--- src/rtl/mem_wb_writeback.sv ---
// MEM/WB pipeline register and write-back stage: selects load vs ALU data, drives the RF write port, counts retirements.
// Optional WB-stage forwarding outputs are enabled by defining WB_FWD_EN.
module mem_wb_writeback #(
  parameter int DATA_W     = 32,
  parameter int REG_ADDR_W = 5,
  parameter int CNT_W      = 32
) (
  input  logic                  clk,
  input  logic                  reset,
  input  logic                  stall,
  input  logic                  flush,
  input  logic                  valid_ex_mem,
  input  logic                  ctrl_regWrite_ex_mem,
  input  logic                  ctrl_memToReg_ex_mem,
  input  logic [DATA_W-1:0]     alu_result_ex_mem,
  input  logic [REG_ADDR_W-1:0] write_reg_ex_mem,
  input  logic [DATA_W-1:0]     read_data_from_mem,
`ifdef WB_FWD_EN
  input  logic [REG_ADDR_W-1:0] fwd_rs_addr,
  input  logic [REG_ADDR_W-1:0] fwd_rt_addr,
  output logic                  fwd_rs_hit,
  output logic                  fwd_rt_hit,
  output logic [DATA_W-1:0]     fwd_data,
`endif
  output logic                  valid_mem_wb,
  output logic                  rf_we,
  output logic [REG_ADDR_W-1:0] rf_waddr,
  output logic [DATA_W-1:0]     rf_wdata,
  output logic [CNT_W-1:0]      retired_count
);

  logic                  valid_q, valid_d;
  logic                  reg_write_q, reg_write_d;
  logic                  mem_to_reg_q, mem_to_reg_d;
  logic [DATA_W-1:0]     alu_q, alu_d;
  logic [REG_ADDR_W-1:0] rf_waddr_q, rf_waddr_d;
  logic [CNT_W-1:0]      retired_count_q, retired_count_d;
  logic                  commit_s;
  logic                  rf_we_s;
  logic [DATA_W-1:0]     rf_wdata_s;

  // Next-state for the MEM/WB register: flush beats stall, stall beats capture.
  always_comb begin
    valid_d      = valid_q;
    reg_write_d  = reg_write_q;
    mem_to_reg_d = mem_to_reg_q;
    alu_d        = alu_q;
    rf_waddr_d   = rf_waddr_q;
    if (flush) begin
      valid_d     = 1'b0;
      reg_write_d = 1'b0;
    end else if (stall) begin
      valid_d      = valid_q;
      reg_write_d  = reg_write_q;
    end else begin
      valid_d      = valid_ex_mem;
      reg_write_d  = ctrl_regWrite_ex_mem;
      mem_to_reg_d = ctrl_memToReg_ex_mem;
      alu_d        = alu_result_ex_mem;
      rf_waddr_d   = write_reg_ex_mem;
    end
  end

  // Commit and write-back datapath; a flush in the same cycle does not stop the current WB instruction.
  always_comb begin
    commit_s   = valid_q & ~stall;
    rf_we_s    = commit_s & reg_write_q & (rf_waddr_q != {REG_ADDR_W{1'b0}});
    if (mem_to_reg_q) begin
      rf_wdata_s = read_data_from_mem;
    end else begin
      rf_wdata_s = alu_q;
    end
    if (commit_s) begin
      retired_count_d = retired_count_q + {{(CNT_W-1){1'b0}}, 1'b1};
    end else begin
      retired_count_d = retired_count_q;
    end
  end

  // State registers with synchronous active-low reset.
  always_ff @(posedge clk) begin
    if (!reset) begin
      valid_q         <= 1'b0;
      reg_write_q     <= 1'b0;
      mem_to_reg_q    <= 1'b0;
      alu_q           <= {DATA_W{1'b0}};
      rf_waddr_q      <= {REG_ADDR_W{1'b0}};
      retired_count_q <= {CNT_W{1'b0}};
    end else begin
      valid_q         <= valid_d;
      reg_write_q     <= reg_write_d;
      mem_to_reg_q    <= mem_to_reg_d;
      alu_q           <= alu_d;
      rf_waddr_q      <= rf_waddr_d;
      retired_count_q <= retired_count_d;
    end
  end

  assign valid_mem_wb  = valid_q;
  assign rf_we         = rf_we_s;
  assign rf_waddr      = rf_waddr_q;
  assign rf_wdata      = rf_wdata_s;
  assign retired_count = retired_count_q;

`ifdef WB_FWD_EN
  assign fwd_rs_hit = rf_we_s & (rf_waddr_q == fwd_rs_addr);
  assign fwd_rt_hit = rf_we_s & (rf_waddr_q == fwd_rt_addr);
  assign fwd_data   = rf_wdata_s;
`endif

endmodule
--- config.mk ---
export PLATFORM = sky130hd
export DESIGN_NAME = mem_wb_writeback
export DESIGN_NICKNAME = d
export VERILOG_FILES = /design/src/rtl/mem_wb_writeback.sv
export SDC_FILE = /design/constraint.sdc
export NUM_CORES = 1
export LEC_CHECK = 0
export ABC_AREA = 1
export CAP_MARGIN = 20
export CORE_ASPECT_RATIO = 1.25
export CORE_MARGIN = 2
export CORE_UTILIZATION = 40
export CTS_BUF_LIST = sky130_fd_sc_hd__clkbuf_8
export CTS_CLUSTER_DIAMETER = 100
export DETAILED_ROUTE_END_ITERATION = 6
export GPL_TIMING_DRIVEN = 0
export PLACE_DENSITY = 0.76
export SYNTH_ARGS = -nofsm -noshare
export SYNTH_HDL_FRONTEND = slang
export SYNTH_SLANG_ARGS = --single-unit
--- constraint.sdc ---
create_clock -name clk -period 2.5 [get_ports clk]
set_input_delay 0.25 -clock clk [delete_from_list [all_inputs] [get_ports clk]]
set_output_delay 0.25 -clock clk [all_outputs]
set_load 0.05 [all_outputs]
## Yosys cells after proc, flatten, opt, wreduce, memory -nomap -nowiden

Cells that the tools add are included.

- Shift operators: 0
- Equal/unequal tests: 0
- Order comparisons: 0
- Reduce and logical (&&, ||, !) cells: 3
- Multipliers: 0
- Mux-type cells: 1
- Bitwise logic cells: 6
- Div/mod/pow operators: 0
- Add/sub/neg operators: 1

Operators with widths:

| cell | number |
|---|---|
| adder 32 x 1 -> 32 bit, second input constant | 1 |
| 2-to-1 mux 32 bit | 1 |
| nonzero test 5 bit | 1 |
| AND 1 bit | 3 |
| NOT 1 bit | 3 |
| AND reduction 2 bit | 1 |
| OR reduction 2 bit | 1 |

- Register bits: 72
- Logic and storage cells: 17
- Memories kept: 0
- Bits in read-only memories: 0
- Output and inout bits: 71
- Bits in latches: 0
- Input port bits: 76
- Memory bits (writable): 0

## Logic depth before layout (Yosys ltp)

Gate-level depths: netlist of the first run.

- Depth in word-level cells: 4
- Gate-level depth with buffers: 9
- Gate-level depth less buffers: 9

## Least setup slack after synthesis of the first run

Ideal clock, no wire load.

- Path type: reg2out
- Start point: register mem_to_reg_q
- End point: output port rf_wdata[23]
- Data required time: 2.250 ns
- Arrival: 1.755 ns
- Setup slack: 0.495 ns
- Buffers on the path: 2
- Stages on the path, launching flop included: 4
- Path through: dfxtp_1 clkbuf_1 clkbuf_1 o21ai_0

- Longest elaborated chain between the ends: 1

Ends and longest elaborated chain:

| item | line | RTL |
|---|---|---|
| start: declaration | 34 | `logic mem_to_reg_q, mem_to_reg_d;` |
| start signal: assignment | 92 | `mem_to_reg_q <= mem_to_reg_d;` |
| 2-to-1 mux 32 bit | 68 | `if (mem_to_reg_q) begin` |
| end: declaration | 28 | `output logic [DATA_W-1:0] rf_wdata,` |

No other way between the ends.

## Worst setup path in the final report of the first run

- Start point: register mem_to_reg_q
- End point: output port rf_wdata[25]

Same word-level chain as after synthesis.

==> summary.md, run 1 <==
| Metric | Value |
|---|---|
| Crit path to | rf_wdata[25] |
| GR Overflow Total | 0 |
| Max clock buf depth | 2 |
| Post-Synthesis Cells | approximately 530 |
| Postcts setup bufs | 0 |
| # rows | 37 |
| Combinational share of power | 20.4% |
| Synth unique cells | 26 |
| #FFs+latches synth | 72 |
| DP HPWL | ~8700 µm |
| Fin area | between 0.005 and 0.006 mm² |
| Final WL | 11180 µm |
| GPL Wtd Cong | ~0.85 |
| Post-synthesis sequential area ratio | 41.65% |
| Pint | 1957 µW |
| Antenna violations before repair | 0 |
| Final Critical Period | 2387 ps |
| Final period utilization | 95.47% |
| Final number of max-transition violations | 0 |
| Kind of critical path | flop to output port |
| Syn Nets | roughly 600 |
| Mapped Area | 0.003461 mm² |
| Layout cell share with drive strength beyond 1 | under 10% |
| Core ar. | about 0.0083 mm² |
| Reg2Reg Setup Slack | 960 ps |
| Non-Filler Instances | approximately 800 |
| Initial core utilization | 41.53% |
| Most frequent cells in the layout | clkdlybuf4s50_1 (114), nand2_1 (99), inv_1 (76) |
| Largest net degree at the start of global routing | 14 |
| Net Sw Frac | 29.79% |
| Rel. slew slack | 63.03% |
| Worst R2R Start | retired_count[5]$_SDFFE_PN0N_ |
| Startpoint Class | flop |
| Asr flop ratio synth | 0% |
| Worst hold path type | primary input to flop |
| Crit path capture type | output port |
| Setup violators final | 0 |
| Clock Power Share | between 30% and 40% |
| Setup WS post-layout | 113.3 ps |
| Outcome | completed |
| Area post-placement | 0.005044 mm² |
| Antenna viol nets, final | 0 |
| I/O Buffers | around 150 |
| CTS tree | built |
| Sequential share of power | 43.1% |
| Syn Area/Cell | 6.592 µm² |
| VDD IR-drop max | 298.7 µV |
| Die height | 108.0 µm |
| Most used DFF post-synth | dfxtp_1 |
| First-pass GRT wire length | 17750 µm |
| Final clock skew | 9.316 ps |
| Die X | 87.20 µm |
| Number of enable flip-flop cells after synthesis | 0 |
| Sw power | 830.4 µW |
| Worst setup slack after placement | 128.5 ps |
| Actual slew at the worst max-slew pin | 552.8 ps |
| Worst-path clk slew | 80 ps |
| Number of detailed-route iterations in the first pass | 4 |
| Cells on worst reg2reg path | 7 |
| Area grow syn2layout | 49.93% |
| Critical Path AT | 2140 ps |
| Clock latency on the worst-skew pair | between 300 and 400 ps |
| Vias in the first global route | 3871 |
| Yosys warns | 0 |
| Critical path launch point | mem_to_reg_q$_SDFFE_PN0P_ |
| Vias per inst | 5.005 |
| Static leakage | 0.002061 µW |
| WP data required | 2250 ps |
| Max Cap Violations | 0 |
| DRC | 0 |
| N_diodes | 0 |
| Pwr/cell area | 537.3 mW/mm² |
| R2r endpoint | retired_count[13]$_SDFFE_PN0N_ |
| H-tree Lvls | 3 |
| Root Driver | clkbuf_8 |
| All-layer global routing usage | 23.91% |
| Most common cell after layout, fill and taps aside | clkdlybuf4s50_1 |
| Initial detailed-routing violation count | 141 |
| Placed insts | 768 |
| Top-level I/O count | 147 |
| Clock sink count | 72 |
| Fin. Hold Viols | 0 |
| CP max FO | 10 |
| Vias | 3924 |
| Inserted Clock Buffers | 9 |
| Nets | between 700 and 800 |
| Hold slack final | 454.0 ps |
| WHS Path Cells | 3 |
| Die area | 0.009417 mm² |
| Fmax | 419.0 MHz |
| Wire per inst | 14.26 µm |
## Yosys cell counts (2+ instances only)
master	instances	area, µm²
o21ai_1	6	30.03
nand3_1	29	145.1
nor2_4	4	45.04
o21ai_0	75	375.4
nand2_1	99	371.6
nand3_2	2	20.02
inv_1	75	281.5
nor3_1	6	30.03
inv_2	3	11.26
nor2_2	4	25.02
dfxtp_1	72	1441
nor2_1	64	240.2
a21oi_1	48	240.2
nand4_1	8	50.05
clkbuf_1	19	71.32
## state kept, by name, indices dropped and copies added, names as in the netlist
name           flops
valid_mem_wb       1
mem_to_reg_q       1
retired_count     32
reg_write_q        1
alu_q             32
rf_waddr           5
## power groups by stage
stage | registers [µW] | logic, µW | clock network, µW
detailed placement | 1230 | 605 | 0
finish | 1200 | 568 | 1020
global placement | 1230 | 597 | 0
floorplan | 1250 | 311 | 0
global route | 1210 | 608 | 1080
CTS | 1200 | 571 | 1030
## layout make-up
type / count / area [µm²]
fillers: 778 / 3144
multi-input cells: 354 / 1647
flip-flops and latches: 72 / 1441
repair buffers: 146 / 1384
inverters: 78 / 292.8
clock buffers: 9 / 123.9
well taps: 97 / 121.4
clock inverters: 7 / 96.34
plain buffers: 21 / 82.58
## cell families (layout without fill, tap and decap cells)
| logic type | after synthesis | after routing | synth area share (%) |
|---|---|---|---|
| flops | 72 | 72 | 41.65 |
| fa+ha+maj | 1 | 1 | 0.3615 |
| simple gates | 221 | 221 | 27.87 |
| xor+xnor | 1 | 1 | 0.2531 |
| compound gates | 131 | 131 | 19.09 |
| buf+inv | 99 | 261 | 10.77 |
## worst min-delay path by stage
stage	startpoint	endpoint	slack (ps)
floorplan	ctrl_memToReg_ex_mem	mem_to_reg_q$_SDFFE_PN0P_	380
global placement	alu_q[20]$_SDFFE_PN0P_	alu_q[20]$_SDFFE_PN0P_	440
detailed placement	alu_q[25]$_SDFFE_PN0P_	alu_q[25]$_SDFFE_PN0P_	440
CTS	valid_ex_mem	valid_mem_wb$_SDFFE_PP0N_	440
global route	alu_q[25]$_SDFFE_PN0P_	alu_q[25]$_SDFFE_PN0P_	480
finish	valid_ex_mem	valid_mem_wb$_SDFFE_PP0N_	450
## critical path: stages (launching register included)
cell and delay, ps:
dfxtp_1 320, clkbuf_1 350, buf_1 390, nand2_1 100
o21ai_0 100, clkdlybuf4s15_1 520
## repair_timing
item | CTS | global route
hold buffers | 0 | 0
hold endpoints to repair | 0 | 0
resized for setup | 32 | 41
endpoints found under the setup margin | 32 | 29
## per-layer routing
metal	global-route usage [%]	vias up	wire [µm]
met3	5.115	20	775
met2	43.13	146	5410
li1	-	1989	-
met5	0	-	0
met1	27.03	1769	4767
met4	9.670	0	229
## metrics by stage
| step | TNS, ps | power (µW) | utilization (%) |
|---|---|---|---|
| after floorplan | 0 | 1560 | - |
| after global placement | 0 | 1825 | 60.53 |
| after detailed placement | 0 | 1835 | 60.53 |
| after CTS | 0 | 2806 | 62.69 |
| after global routing | -11.37 | 2894 | 62.27 |
| final | 0 | 2788 | 62.27 |
Power figures use the tool's default switching activity.
==> run 2: changes to the inputs <==
--- a/config.mk
+++ b/config.mk
@@ -9,12 +9,12 @@
 export CAP_MARGIN = 20
 export CORE_ASPECT_RATIO = 1.25
 export CORE_MARGIN = 2
-export CORE_UTILIZATION = 40
+export CORE_UTILIZATION = 47
 export CTS_BUF_LIST = sky130_fd_sc_hd__clkbuf_8
 export CTS_CLUSTER_DIAMETER = 100
 export DETAILED_ROUTE_END_ITERATION = 6
 export GPL_TIMING_DRIVEN = 0
-export PLACE_DENSITY = 0.76
+export PLACE_DENSITY = 0.87
 export SYNTH_ARGS = -nofsm -noshare
 export SYNTH_HDL_FRONTEND = slang
 export SYNTH_SLANG_ARGS = --single-unit
==> summary.md, run 2 (synthesis gave the netlist of run 1 again) <==
| Metric | Value |
|---|---|
| Crit path capture type | output port |
| Hold path start | alu_q[28]$_SDFFE_PN0P_ |
| All-layer global routing usage | 27.77% |
| DRC | 0 |
| Final period utilization | 96.94% |
| Actual slew at the worst max-slew pin | 538.4 ps |
| Die area | slightly above 0.008 mm² |
| Fmax | 412.6 MHz |
| Fin. Hold Viols | 0 |
| Non-Filler Instances | roughly 780 |
| Final number of max-transition violations | 0 |
| First-pass GRT wire length | 17470 µm |
| Kind of critical path | flop to output port |
| Critical path launch point | mem_to_reg_q$_SDFFE_PN0P_ |
| Most common cell after layout, fill and taps aside | clkdlybuf4s50_1 |
| Critical-path cell list | clkbuf_1 > clkbuf_1 > nand2_1 > o21ai_0 > clkdlybuf4s15_1 |
| VDD IR-drop max | 347.5 µV |
| # rows | 35 |
| Final WL | 11110 µm |
| Setup violators final | 0 |
| Outcome | completed |
| Layout cell share with drive strength beyond 1 | 6.259% |
| Antenna violations before repair | 0 |
| I/O Buffers | about 150 |
| RSZ-0062 raised after global routing | no |
| CTS tree | built |
| Postcts setup bufs | 0 |
| Antenna viol nets, final | 0 |
| Vias | 3975 |
| Worst-path clk slew | 70 ps |
| Worst R2R Start | retired_count[1]$_SDFFE_PN0N_ |
| Root Driver | clkbuf_8 |
| Final core area utilization | between 70% and 80% |
| Most frequent cells in the layout | clkdlybuf4s50_1 (114), nand2_1 (99), inv_1 (75), o21ai_0 (75), dfxtp_1 (72) |
| Startpoint Class | flop |
| Top cell by count, worst path | clkbuf_1 |
| DP HPWL | 8564 µm |
| GPL Wtd Cong | ~0.85 |
| CP peak stage delay | 530 ps |
| Area grow syn2layout | 49.24% |
| CP max FO | 10 |
| H-tree Lvls | 3 |
| Die X | 80.75 µm |
| Static leakage | approximately 0.0020 µW |
| Largest net degree at the start of global routing | 13 |
| Setup TNS | 0 ps |
| CP max-delay cell | clkdlybuf4s15_1 |
| Clock latency on the worst-skew pair | ~350 ps |
| Clock sink count | 72 |
| Cells on worst reg2reg path | 8 |
| Pwr/cell area | 513.8 mW/mm² |
| Final Critical Period | 2423 ps |
| Power Total | 2654 µW |
| Vias in the first global route | 3778 |
| Initial core utilization | 47.61% |
| WP data required | 2250 ps |
| Top-level I/O count | 147 |
| Rel. slew slack | 64.00% |
| Initial detailed-routing violation count | 193 |
| Max Cap Violations | 0 |
| Core ar. | between 0.007 and 0.008 mm² |
| Number of detailed-route iterations in the first pass | 4 |
| Inserted Clock Buffers | 9 |
| Final clock skew | between 8 and 9 ps |
| WHS Path Cells | 2 |
| Critical Path AT | 2170 ps |
| N_diodes | 0 |
| Max clock buf depth | 2 |
| Endpoint of the worst hold path | alu_q[28]$_SDFFE_PN0P_ |
| Worst hold path type | flop to flop |
| Die height | ~100 µm |
| Reg2Reg Setup Slack | 960 ps |
| GR Overflow Total | 0 |
| Placed insts | 763 |
| Wire per inst | 14.26 µm |
| Nets | 759 |
| R2r endpoint | retired_count[28]$_SDFFE_PN0N_ |
| Vias per inst | approximately 5 |
| Fill count | 614 |
## run 2: cell types whose count changed in the layout (fill, tap and decap cells not counted), moves of 2 or more
cell / delta
clkdlybuf4s15_1: +4
clkbuf_2: -3
clkbuf_8: +3
dlygate4sd2_1: -3
bufinv_16: -2
clkbuf_1: +2
clkinv_2: +2
## run 2: power by group
group / internal (µW) / switching, µW
clock network: 442 / 437
registers: 1190 / 14.7
logic: 208 / 364
## run 2: layout make-up
type	count	area, µm²	share of cell area [%]
Buffer	21	81.33	1.575
Clock buffer	12	165.2	3.198
Clock inverter	4	26.28	0.5087
Inverter	78	292.8	5.669
Multi-Input combinational cell	354	1647	31.88
Sequential cell	72	1441	27.91
Tap cell	92	115.1	2.229
Timing Repair Buffer	146	1396	27.03
## run 2: worst max-delay path, delay by kind of cell (launching register included)
family | cells | cell delay (ps)
compound gates | 1 | 120
flops | 1 | 330
simple gates | 1 | 100
buf+inv | 3 | 1280
## run 2: what timing repair did
item                       CTS  global route
hold endpoints to repair     0             0
gates resized for setup     33            37
pin swaps                    0             0
setup endpoints to repair   32            26
hold buffers                 0             0
## run 2: worst max path at each step
stage                    to  slack (ps)
2_1_floorplan  rf_wdata[23]         500
3_3_place_gp    rf_wdata[8]          90
3_5_place_dp    rf_wdata[8]          70
4_1_cts         rf_wdata[8]          -3
5_1_grt        rf_wdata[25]           2
6_report       rf_wdata[21]          80
## run 2: through the flow
| step | instance area, µm² | worst slack, ps | hold WS (ps) |
|---|---|---|---|
| finish | 5165 | 76.52 | 450.2 |
| global route | 5165 | 2.419 | 463.3 |
| CTS | 5190 | -2.691 | 449.7 |
| detailed placement | 5037 | 74.74 | 441.2 |
| global placement | 5037 | 91.85 | 436.3 |
| floorplan | 3461 | 495.5 | 384.9 |
## run 2: metal layers
metal | vias up | track usage [%] | wire length (µm)
met5 | - | 0 | 0
met4 | 0 | 10.17 | 252
met3 | 21 | 8.453 | 1070
met2 | 165 | 50.06 | 5543
met1 | 1796 | 30.27 | 4238
li1 | 1993 | - | -
==> run 3: changes to the inputs <==
--- a/config.mk
+++ b/config.mk
@@ -5,11 +5,9 @@
 export SDC_FILE = /design/constraint.sdc
 export NUM_CORES = 1
 export LEC_CHECK = 0
-export ABC_AREA = 1
 export CAP_MARGIN = 20
-export CORE_ASPECT_RATIO = 1.25
 export CORE_MARGIN = 2
-export CORE_UTILIZATION = 47
+export CORE_UTILIZATION = 46
 export CTS_BUF_LIST = sky130_fd_sc_hd__clkbuf_8
 export CTS_CLUSTER_DIAMETER = 100
 export DETAILED_ROUTE_END_ITERATION = 6
==> summary.md, run 3 <==
| Metric | Value |
|---|---|
| Wire per inst | around 15 µm |
| Critical Path AT | approximately 2500 ps |
| Area grow syn2layout | 52.97% |
| GR Overflow Total | 0 |
| Mapped Area | 0.003267 mm² |
| Setup WS post-layout | about 170 ps |
| Cell family contributing the most delay on the critical path | buffers and inverters |
| WP data required | 2700 ps |
| Syn Area/Cell | roughly 8.5 µm² |
| Max Cap Violations | 0 |
| Final Critical Period | 2330 ps |
| Largest cells by area after synthesis | dfxtp_1 (44%), mux2_2 (11%), nand2_1 (9.9%), a21oi_1 (8.9%), o31ai_1 (3.7%) |
| Initial core utilization | 47.82% |
| Final clock skew | 7.965 ps |
| N_diodes | 0 |
| Critical-path cell list | clkdlybuf4s50_1 > and4b_1 > clkbuf_1 > nand4_1 > clkbuf_1 > buf_2 > o31ai_1 > a21oi_1 |
| Endpoint of the worst hold path | alu_q[30]$_SDFFE_PN0P_ |
| Yosys warns | 0 |
| Worst-path clk slew | 70 ps |
| CP max FO | 10 |
| Inserted Clock Buffers | 9 |
| Post-synth top cells | nand2_1 (86), dfxtp_1 (72), a21oi_1 (58) |
| Most frequent cell after synthesis | nand2_1 |
| Layout cell share with drive strength beyond 1 | 10.40% |
| Hold path start | alu_q[30]$_SDFFE_PN0P_ |
| Fin. Hold Viols | 0 |
| DRC | 0 |
| Number of enable flip-flop cells after synthesis | 0 |
| Final period utilization | 93.21% |
| Yosys top cell by area | dfxtp_1 |
| Final WL | 9900 µm |
| Top-level I/O count | 147 |
| Root Driver | clkbuf_8 |
| Nets | 620 |
| Pwr/cell area | 502.4 mW/mm² |
| Worst R2R Start | retired_count[10]$_SDFFE_PN0N_ |
| Most common cell after layout, fill and taps aside | clkdlybuf4s50_1 |
| Cells on worst reg2reg path | 6 |
| Fmax | 429.1 MHz |
| Die X | 88.27 µm |
| DP HPWL | roughly 7400 µm |
| Synth top area share | 44.12% |
| Largest net degree at the start of global routing | 12 |
| CTS tree | built |
| Asr flop ratio synth | 0% |
| Actual slew at the worst max-slew pin | 602.5 ps |
| Post-synthesis sequential area ratio | 44.12% |
| Reg2Reg Setup Slack | 290 ps |
| Synth unique cells | 34 |
| VDD IR-drop max | 285.6 µV |
| Vias | 3424 |
| Vias in the first global route | 3298 |
| Clock sink count | 72 |
| Worst setup slack after placement | -216.7 ps |
| Final number of max-transition violations | 0 |
| First-pass GRT wire length | about 15000 µm |
| Antenna violations before repair | 0 |
| WHS Path Cells | 2 |
| Clock latency on the worst-skew pair | 340 ps |
| Outcome | completed |
| Worst hold path type | flop to flop |
| Top cell by count, worst path | clkbuf_1 |
| #FFs+latches synth | 72 |
| Hold buffer count at cts | 0 |
| Postcts setup bufs | 0 |
| Hold slack final | 456.3 ps |
| Antenna viol nets, final | 0 |
| Die area | ~0.0078 mm² |
| Vias per inst | 5.317 |
| Setup violators final | 0 |
| CP peak stage delay | 550 ps |
| Static leakage | between 0.0015 and 0.002 µW |
| RSZ-0062 raised after global routing | no |
| CP max-delay cell | clkdlybuf4s50_1 |
| Post-Synthesis Cells | roughly 390 |
| Startpoint Class | primary input |
| Crit path capture type | flop |
| H-tree Lvls | 3 |
| Initial detailed-routing violation count | 139 |
| Most frequent cells in the layout | clkdlybuf4s50_1 (116), nand2_1 (86), dfxtp_1 (72) |
| Syn Nets | 463 |
| Kind of critical path | primary input to flop |
| GPL Wtd Cong | 0.7923 |
| All-layer global routing usage | about a quarter |
| R2r endpoint | retired_count[27]$_SDFFE_PN0N_ |
| Rel. slew slack | 59.83% |
| # rows | 30 |
| Max clock buf depth | 2 |
| Most used DFF post-synth | dfxtp_1 |
| Core ar. | ~0.0068 mm² |
| Number of buffers and inverters on the critical path | 4 |
| I/O Buffers | between 100 and 150 |
| Die height | 88.27 µm |
| Number of detailed-route iterations in the first pass | 4 |
run 3: worst register-to-register path, stage by stage, from the launching register on:
cell and delay (ps):
dfxtp_1 400, nand3_1 280, or4_4 600, buf_6 160, clkbuf_1 220, o31ai_1 330
a21oi_1 100
run 3: how the worst max path moves through the flow:
stage,from,endpoint,slack [ps],cells after the start
after floorplan,retired_count[13]$_SDFFE_PN0N_,retired_count[27]$_SDFFE_PN0N_,190,5
after global placement,stall,retired_count[30]$_SDFFE_PN0N_,-180,8
after detailed placement,stall,retired_count[30]$_SDFFE_PN0N_,-220,8
after CTS,stall,retired_count[30]$_SDFFE_PN0N_,140,8
after global routing,stall,retired_count[17]$_SDFFE_PN0N_,9,8
final,stall,retired_count[29]$_SDFFE_PN0N_,170,8
run 3: metal layers:
metal / wire length [µm] / up-vias / GRT usage [%]
met1: 4202 / 1615 / 29.35
met2: 4903 / 124 / 41.70
met3: 585 / 13 / 5.504
li1: - / 1672 / -
met4: 208 / 0 / 11.29
met5: 0 / - / 0
run 3: cells by family after synthesis:
family | after synthesis | share of synthesized area [%]
AO/OA/AOI/OAI | 81 | 13.98
AND/OR/NAND/NOR | 154 | 22.79
buffers and inverters | 33 | 4.059
multiplexers | 36 | 12.26
XOR/XNOR | 9 | 2.413
flip-flops | 72 | 44.12
adder cells (fa/ha/maj) | 1 | 0.3829
run 3: final cells by class:
class / count / area [µm²]
multi-input combinational: 281 / 1693
clock buffer: 9 / 123.9
fill: 559 / 1834
sequential: 72 / 1441
timing repair buffer: 146 / 1424
inverter: 5 / 18.77
buffer: 28 / 120.1
clock inverter: 7 / 56.30
tap: 96 / 120.1
run 3: report_power, final:
part / switching [µW] / total, µW / leakage, µW / internal [µW]
logic: 257 / 459 / 0.00121 / 202
clock network: 414 / 859 / 0.000107 / 445
registers: 16.4 / 1190 / 0.000585 / 1180
run 3: stage by stage:
stage / util (%) / cells / setup TNS [ps] / power (µW) / cell area, µm²
CTS: 73.11 / 644 / 0 / 2527 / 4995
finish: 73.15 / 644 / 0 / 2511 / 4997
detailed placement: 70.97 / 628 / -3036 / 1698 / 4848
global route: 73.15 / 644 / 0 / 2605 / 4997
global placement: 70.97 / 628 / -1756 / 1688 / 4848
floorplan: - / 386 / 0 / 1472 / 3267
run 3: timing repair:
action                                  in CTS  in global routing
cloned                                       0                  0
endpoints found under the setup margin      30                  9
hold endpoints to repair                     0                  0
resized for setup                           33                  4
pin swaps                                    0                  1
